**config.mk**
```make
export PLATFORM = sky130hd
export DESIGN_NAME = mod_burst_ctrl
export DESIGN_NICKNAME = d
export VERILOG_FILES = /design/src/rtl/mod_burst_ctrl_pkg.sv /design/src/rtl/mod_burst_ctrl_cycle_downcounter.sv /design/src/rtl/mod_burst_ctrl.sv
export SDC_FILE = /design/constraint.sdc
export NUM_CORES = 1
export LEC_CHECK = 0
export BUFFER_PORTS_ARGS = -buffer_cell sky130_fd_sc_hd__buf_2
export CAP_MARGIN = 40
export CORE_UTILIZATION = 54
export CTS_BUF_LIST = sky130_fd_sc_hd__clkbuf_8
export DETAILED_ROUTE_END_ITERATION = 7
export PLACE_DENSITY = 0.79
export SYNTH_ARGS = -nofsm -noshare
export SYNTH_HDL_FRONTEND = slang
export SYNTH_SLANG_ARGS = --single-unit
```
**constraint.sdc**
```tcl
create_clock -name clk -period 2 [get_ports clk]
set_input_delay 0.3 -clock clk [delete_from_list [all_inputs] [get_ports clk]]
set_output_delay 0.3 -clock clk [all_outputs]
set_load 0.1 [all_outputs]
```
**src/rtl/mod_burst_ctrl_pkg.sv**
```systemverilog
// mod_burst_ctrl_pkg
// Shared definitions for the burst controller.
//   - state_e        : sequencer states (IDLE, SYNC, BURST, GAP)
//   - *_DEF          : default field widths of the mod-params message
//   - MSG_*_OFF      : bit offsets of each field inside the UART mod-params
//                      message (half-period, burst, gap, repeat; LSB first)
//   - DEFAULT_HP_VAL : half-period loaded into the active config at reset
//   - is_busy()      : true for every state except IDLE
package mod_burst_ctrl_pkg;

  typedef enum logic [1:0] {
    ST_IDLE  = 2'd0,
    ST_SYNC  = 2'd1,
    ST_BURST = 2'd2,
    ST_GAP   = 2'd3
  } state_e;

  localparam int unsigned HP_W_DEF       = 16;
  localparam int unsigned CNT_W_DEF      = 16;
  localparam int unsigned DEFAULT_HP_VAL = 4;

  // UART mod-params message layout: {repeat, gap, burst, half_period}
  localparam int unsigned MSG_HP_OFF     = 0;
  localparam int unsigned MSG_BURST_OFF  = MSG_HP_OFF + HP_W_DEF;
  localparam int unsigned MSG_GAP_OFF    = MSG_BURST_OFF + CNT_W_DEF;
  localparam int unsigned MSG_REPEAT_OFF = MSG_GAP_OFF + CNT_W_DEF;
  localparam int unsigned MSG_W          = MSG_REPEAT_OFF + 1;

  function automatic logic is_busy(input state_e s);
    return s != ST_IDLE;
  endfunction

endpackage

```
**src/rtl/mod_burst_ctrl_cycle_downcounter.sv**
```systemverilog
// cycle_downcounter
// Loadable down-counter used to time one phase (burst or gap) in clk cycles.
// Ports:
//   clk, reset  : clock, synchronous active-high reset
//   load        : load load_value (has priority over en)
//   en          : decrement by one; holds at zero, never wraps
//   load_value  : value to load, CNT_W bits
//   last        : current value equals 1, i.e. this is the final cycle
module cycle_downcounter #(
  parameter int unsigned CNT_W = 16
) (
  input  logic             clk,
  input  logic             reset,
  input  logic             load,
  input  logic             en,
  input  logic [CNT_W-1:0] load_value,
  output logic             last
);

  logic [CNT_W-1:0] value_q, value_d;

  always_comb begin
    value_d = value_q;
    if (load) begin
      value_d = load_value;
    end else if (en && (value_q != '0)) begin
      value_d = value_q - 1'b1;
    end
  end

  always_ff @(posedge clk) begin
    if (reset) begin
      value_q <= '0;
    end else begin
      value_q <= value_d;
    end
  end

  // Comparing against 1 lets a load of N give exactly N enabled cycles,
  // so the full range 1 .. 2^CNT_W-1 is usable.
  assign last = (value_q == CNT_W'(1));

endmodule

```
**src/rtl/mod_burst_ctrl.sv**
```systemverilog
// mod_burst_ctrl
// Sequences the modulator as repeating bursts: SYNC (phase resync), BURST
// (carrier gated on for burst_cycles), GAP (off for gap_cycles).
// Configuration arrives over a valid/ready handshake into a shadow register
// and is promoted to the active set only in IDLE or on entry to SYNC, so the
// carrier parameters never change mid-burst.
// Ports:
//   clk, reset                 : clock, synchronous active-high reset
//   cfg_valid / cfg_ready      : config handshake (ready = shadow empty)
//   cfg_half_period            : modulator cycles-per-half-period (HP_W)
//   cfg_burst_cycles/_gap_cycles: phase lengths in clk cycles (CNT_W)
//   cfg_repeat                 : 1 = continuous bursts, 0 = single burst
//   cmd_start / cmd_stop       : one-cycle command pulses
//   mod_params                 : active half-period to the modulator
//   mod_n_reset                : modulator reset, active-low (low in SYNC)
//   mod_in                     : modulator data gate (high in BURST)
//   busy                       : not IDLE
//   burst_done                 : one-cycle pulse after each BURST
//   burst_count                : (only with MOD_BURST_CTRL_BURST_COUNT_EN)
//                                saturating count of burst_done pulses
// All outputs are registered.
module mod_burst_ctrl
  import mod_burst_ctrl_pkg::*;
#(
  parameter int unsigned      HP_W       = HP_W_DEF,
  parameter int unsigned      CNT_W      = CNT_W_DEF,
  parameter logic [HP_W-1:0]  DEFAULT_HP = HP_W'(DEFAULT_HP_VAL)
) (
  input  logic             clk,
  input  logic             reset,
  input  logic             cfg_valid,
  output logic             cfg_ready,
  input  logic [HP_W-1:0]  cfg_half_period,
  input  logic [CNT_W-1:0] cfg_burst_cycles,
  input  logic [CNT_W-1:0] cfg_gap_cycles,
  input  logic             cfg_repeat,
  input  logic             cmd_start,
  input  logic             cmd_stop,
  output logic [HP_W-1:0]  mod_params,
  output logic             mod_n_reset,
  output logic             mod_in,
  output logic             busy,
  output logic             burst_done
`ifdef MOD_BURST_CTRL_BURST_COUNT_EN
  ,
  output logic [CNT_W-1:0] burst_count
`endif
);

  state_e state_q, state_d;

  // Shadow (handshake side) and active (sequencer side) configuration
  logic             shadow_full_q, shadow_full_d;
  logic [HP_W-1:0]  shadow_hp_q, shadow_hp_d;
  logic [CNT_W-1:0] shadow_burst_q, shadow_burst_d;
  logic [CNT_W-1:0] shadow_gap_q, shadow_gap_d;
  logic             shadow_repeat_q, shadow_repeat_d;
  logic [HP_W-1:0]  act_hp_q, act_hp_d;
  logic [CNT_W-1:0] act_burst_q, act_burst_d;
  logic [CNT_W-1:0] act_gap_q, act_gap_d;
  logic             act_repeat_q, act_repeat_d;

  logic stop_pending_q, stop_pending_d;
  logic cfg_ready_q, cfg_ready_d;
  logic mod_n_reset_q, mod_n_reset_d;
  logic mod_in_q, mod_in_d;
  logic busy_q, busy_d;
  logic burst_done_q, burst_done_d;

  logic   transfer, promote, stop_eff;
  logic   burst_last, gap_last;
  state_e after_burst_st, after_gap_st;

  // Both counters load in SYNC from the freshly promoted active config.
  cycle_downcounter #(.CNT_W(CNT_W)) u_burst_cnt (
    .clk        (clk),
    .reset      (reset),
    .load       (state_q == ST_SYNC),
    .en         (state_q == ST_BURST),
    .load_value (act_burst_q),
    .last       (burst_last)
  );

  cycle_downcounter #(.CNT_W(CNT_W)) u_gap_cnt (
    .clk        (clk),
    .reset      (reset),
    .load       (state_q == ST_SYNC),
    .en         (state_q == ST_GAP),
    .load_value (act_gap_q),
    .last       (gap_last)
  );

  // Next-state logic; zero-length phases are skipped by chaining the
  // "what comes after" decisions.
  always_comb begin
    stop_eff       = stop_pending_q | cmd_stop;
    after_gap_st   = (act_repeat_q && !stop_eff) ? ST_SYNC : ST_IDLE;
    after_burst_st = ((act_gap_q != '0) && !stop_eff) ? ST_GAP : after_gap_st;
    state_d        = state_q;
    burst_done_d   = 1'b0;
    unique case (state_q)
      ST_IDLE: begin
        // stop wins over a simultaneous start
        if (cmd_start && !cmd_stop) begin
          state_d = ST_SYNC;
        end
      end
      ST_SYNC: begin
        state_d = (act_burst_q != '0) ? ST_BURST : after_burst_st;
      end
      ST_BURST: begin
        if (burst_last) begin
          burst_done_d = 1'b1;
          state_d      = after_burst_st;
        end
      end
      ST_GAP: begin
        // a stop during the gap lets it run out, then returns to IDLE
        if (gap_last) begin
          state_d = after_gap_st;
        end
      end
      default: state_d = ST_IDLE;
    endcase
  end

  // Config handshake and promotion
  always_comb begin
    transfer = cfg_valid && cfg_ready_q;
    // Entry into SYNC is the only in-flight boundary; IDLE promotes freely.
    promote  = shadow_full_q && ((state_q == ST_IDLE) || (state_d == ST_SYNC));

    shadow_hp_d     = shadow_hp_q;
    shadow_burst_d  = shadow_burst_q;
    shadow_gap_d    = shadow_gap_q;
    shadow_repeat_d = shadow_repeat_q;
    if (transfer) begin
      shadow_hp_d     = cfg_half_period;
      shadow_burst_d  = cfg_burst_cycles;
      shadow_gap_d    = cfg_gap_cycles;
      shadow_repeat_d = cfg_repeat;
    end
    // A transfer in the promotion cycle refills the shadow immediately.
    shadow_full_d = transfer | (shadow_full_q & ~promote);
    cfg_ready_d   = ~shadow_full_d;

    act_hp_d     = act_hp_q;
    act_burst_d  = act_burst_q;
    act_gap_d    = act_gap_q;
    act_repeat_d = act_repeat_q;
    if (promote) begin
      act_hp_d     = shadow_hp_q;
      act_burst_d  = shadow_burst_q;
      act_gap_d    = shadow_gap_q;
      act_repeat_d = shadow_repeat_q;
    end
  end

  // Registered outputs are derived from the next state so they line up
  // with the state register.
  always_comb begin
    stop_pending_d = stop_pending_q;
    if (state_d == ST_IDLE) begin
      stop_pending_d = 1'b0;
    end else if ((state_q != ST_IDLE) && cmd_stop) begin
      stop_pending_d = 1'b1;
    end
    mod_n_reset_d = (state_d != ST_SYNC);
    mod_in_d      = (state_d == ST_BURST);
    busy_d        = is_busy(state_d);
  end

  always_ff @(posedge clk) begin
    if (reset) begin
      state_q         <= ST_IDLE;
      shadow_full_q   <= 1'b0;
      shadow_hp_q     <= '0;
      shadow_burst_q  <= '0;
      shadow_gap_q    <= '0;
      shadow_repeat_q <= 1'b0;
      act_hp_q        <= DEFAULT_HP;
      act_burst_q     <= '0;
      act_gap_q       <= '0;
      act_repeat_q    <= 1'b0;
      stop_pending_q  <= 1'b0;
      cfg_ready_q     <= 1'b1;
      mod_n_reset_q   <= 1'b0;
      mod_in_q        <= 1'b0;
      busy_q          <= 1'b0;
      burst_done_q    <= 1'b0;
    end else begin
      state_q         <= state_d;
      shadow_full_q   <= shadow_full_d;
      shadow_hp_q     <= shadow_hp_d;
      shadow_burst_q  <= shadow_burst_d;
      shadow_gap_q    <= shadow_gap_d;
      shadow_repeat_q <= shadow_repeat_d;
      act_hp_q        <= act_hp_d;
      act_burst_q     <= act_burst_d;
      act_gap_q       <= act_gap_d;
      act_repeat_q    <= act_repeat_d;
      stop_pending_q  <= stop_pending_d;
      cfg_ready_q     <= cfg_ready_d;
      mod_n_reset_q   <= mod_n_reset_d;
      mod_in_q        <= mod_in_d;
      busy_q          <= busy_d;
      burst_done_q    <= burst_done_d;
    end
  end

  assign cfg_ready   = cfg_ready_q;
  assign mod_params  = act_hp_q;
  assign mod_n_reset = mod_n_reset_q;
  assign mod_in      = mod_in_q;
  assign busy        = busy_q;
  assign burst_done  = burst_done_q;

`ifdef MOD_BURST_CTRL_BURST_COUNT_EN
  logic [CNT_W-1:0] burst_count_q, burst_count_d;

  // Updates on the same edge that raises burst_done, so the two agree.
  always_comb begin
    burst_count_d = burst_count_q;
    if ((state_q == ST_IDLE) && cmd_start && !cmd_stop) begin
      burst_count_d = '0;
    end else if (burst_done_d && (burst_count_q != '1)) begin
      burst_count_d = burst_count_q + 1'b1;
    end
  end

  always_ff @(posedge clk) begin
    if (reset) begin
      burst_count_q <= '0;
    end else begin
      burst_count_q <= burst_count_d;
    end
  end

  assign burst_count = burst_count_q;
`endif

endmodule

```
==> summary.txt <==
STA
  – Setup ws final: -0.147 ns
  – Post-route clock period utilization: 107%
  – Max_slew headroom: 60.6%
  – Worst slew pin tran: 0.585 ns
  – Final setup fails: 54
  – Final hold vios: 0
  – RSZ-0062 raised after global routing: true
  – Post-Route Setup TNS: -4.41 ns
  – Post-layout min period: 2.15 ns
  – Clock Skews: 0.0195 ns
  – Hold WS: 0.0694 ns
  – Max Freq: 0.466 GHz
  – Max-slew violations: 0

Drt
  – Routed Wire Length: 18.2 mm
  – Pre-antenna DRT Iters: 6
  – DR vias: 6057
  – Vias/cell: 5.84
  – ANT nets after route: 0
  – DRT iter0 DRCs: 572
  – Post-route DRC violation count: 0
  – WL per Instance: 17.5 µm

Global route
  – Tot GR Track Use: 29.9%
  – Largest net degree at the start of global routing: 56
  – Initial antenna violation count: 0
  – Met3 Usage GRT: 7.47%
  – Grt ovf: 0
  – Vias in the first global route: 5853
  – GRT met2 Usage: 49.5%
  – GR Layer Usage met1: 36.5%
  – Busiest grt layer: met2
  – Global-route wire length before repair: 27.8 mm

Critical path
  – Crit Path Max Fanout: 6
  – CP max-delay cell: or3_4
  – Top delay family on crit path: simple AND/OR/NAND/NOR gates
  – Startpoint type of the worst setup path: flip-flop
  – Crit. End Element: flip-flop
  – Arrival @ worst endpoint: 2.52 ns
  – WP buf/inv: 2
  – Crit path required time: 2.37 ns
  – R2r setup slk: -0.15 ns
  – Crit path cell chain: or3_4, nand3b_1, nor3_2, a211o_2, a21boi_4, buf_12, buf_16, mux2i_1
  – Setup CP Type: flip-flop to flip-flop
  – Worst path max stage delay: 0.39 ns

Floorplan
  – IO Pins: 75
  – DIE HEIGHT: 110 µm
  – Core ar.: 0.0114 mm²
  – Rows: 39
  – Initial core utilization: 55.3%
  – Die X-Extent: 110 µm
  – Die ar.: 0.0121 mm²

Cells and area
  – Area growth from synthesis to layout: 30.3%
  – Final non-filler cell total: 1037
  – Share of cells above drive strength 1: 27.9%
  – Nets@finish: 941
  – ANT cells: 0

Clocking
  – CTS tree: yes
  – Worst-path clk slew: 0.09 ns
  – # clock sinks: 139
  – Worst-Skew Late Latency: 0.46 ns
  – Clk Tree Root Cell: clkbuf_8
  – Bufs on Longest Clock Path: 2
  – Cts bufs inserted: 17
  – H-tree depth: 4

Power
  – Power Density: 832 mW/mm²
  – Leakage power: 0.00326 µW
  – Pwr Total: 6820 µW
  – Max VDD drop: 0.661 mV

Placement
  – Placed insts: 988
  – Routability cong.: 0.862
  – HPWL Detailed: 10.6 mm
  – Port buffer count: 74
  – Pre-CTS WS: -0.165 ns

Synth
  – Unique cell type count in the Yosys netlist: 59
  – Mapped Area: 0.00628 mm²
  – Post-synthesis sequential area ratio: 44.3%
  – Top FF cell, synth: dfxtp_1
  – Cell with the most instances after synthesis: dfxtp_1
  – Synth Register Bits: 139
  – Mapped Avg Cell Area: 8.49 µm²
  – Synth top area cells: dfxtp_1 (44%), nand2b_1 (10%), mux2i_1 (8.0%)
  – Mapped Cells: 740
  – Leading area contributor after synthesis: dfxtp_1
  – Syn nets: 800
  – Ys Warns: 0
  – Post-synth EDFFs: 0
  – Top cell type's share of synthesized area: 44.3%
  – Post-synth ARST share: 0%
  – Most frequent cells after synthesis: dfxtp_1 (139), nand2_1 (133), nand2b_1 (100), a21oi_1 (79), mux2i_1 (50)

Min path
  – Worst Hold Class: input port to flip-flop

Run status
  – Violated checks: negative setup slack
  – Run status: complete, but fails checks

Run
  – Max-cap violations: 0
[through the flow]
stage,util [%],area [µm²]
3_5_place_dp,64.3,7310
3_3_place_gp,64.3,7310
2_1_floorplan,-,6310
6_report,72.0,8190
4_1_cts,70.0,7960
5_1_grt,72.0,8190
[path summary, 6_finish.rpt]
path | start | to | depth (start not counted)
worst max-delay path | u_gap_cnt.value_q[12]$_SDFFE_PP0P_ | act_burst_q[9]$_SDFFE_PP0P_ | 8
worst min-delay path | cfg_half_period[5] | shadow_hp_q[5]$_SDFFE_PP0P_ | 3
worst max register to register | u_gap_cnt.value_q[12]$_SDFFE_PP0P_ | act_burst_q[9]$_SDFFE_PP0P_ | 8
worst min register to register | shadow_hp_q[11]$_SDFFE_PP0P_ | shadow_hp_q[11]$_SDFFE_PP0P_ | 2
[power breakdown]
part | internal, µW | leakage (µW) | total [µW] | switching, µW
combinational | 641 | 0.00194 | 1460 | 819
sequential | 2890 | 0.00114 | 2990 | 96.6
clock | 1160 | 0.000193 | 2370 | 1200
[state kept, by name, summed over array words and instances, names as in the netlist, 2 cells and up]
name / cells
act_burst_q: 16
act_gap_q: 16
mod_params: 16
shadow_burst_q: 16
shadow_gap_q: 16
shadow_hp_q: 16
u_burst_cnt.value_q: 16
u_gap_cnt.value_q: 16
state_q: 2
[cell type report]
class | instances | area, µm²
Sequential cell | 139 | 2800
Inverter | 9 | 33.8
Tap cell | 143 | 179
Clock buffer | 18 | 248
Clock inverter | 14 | 160
Fill cell | 757 | 3180
Multi-Input combinational cell | 541 | 3470
Timing Repair Buffer | 173 | 1310
[layout by cell type (no fill, tap or decap), types with 6 or more instances in the layout]
cell type	netlist	layout
nand2_1	133	132
dfxtp_1	139	131
nand2b_1	100	100
buf_4	3	84
a21oi_1	79	78
buf_2	2	73
mux2i_1	50	49
nor2_1	28	27
clkbuf_8	0	18
o21ai_0	15	11
nor3_1	12	11
inv_1	9	9
nand3_1	11	9
nor4_4	2	8
dfxtp_2	0	7
nor4_1	15	6
nor4_2	3	6
a211oi_1	6	6
ha_1	6	6
[cells by family after synthesis]
logic type                 share of synthesized area (%)
AOI/OAI and AO/OA                                   14.6
and+or+nand+nor                                     27.6
muxes                                               7.96
buffers and inverters                               4.10
xor gates and xnor gates                           0.279
adders and majority gates                           1.19
DFF                                                 44.3
[layer usage]
metal	wire length (µm)	up-vias	part of all wire [%]
met4	588	0	3.2
met2	8730	302	48
met1	7500	2847	41
met5	0	-	0
met3	1360	64	7.5
li1	-	2844	-
[timing repair]
action,CTS,global route
pin swaps,8,14
buffers inserted,8,6
setup endpoints to repair,70,82
hold endpoints to repair,0,0
gates cloned,2,3
resized for setup,21,36
hold buffers,0,0
[tightest hold or removal path, cell delays in order]
cell,delay (ns)
buf_2,0.09
nand2_1,0.05
a21oi_1,0.05
(Power assumes the default switching activity.)
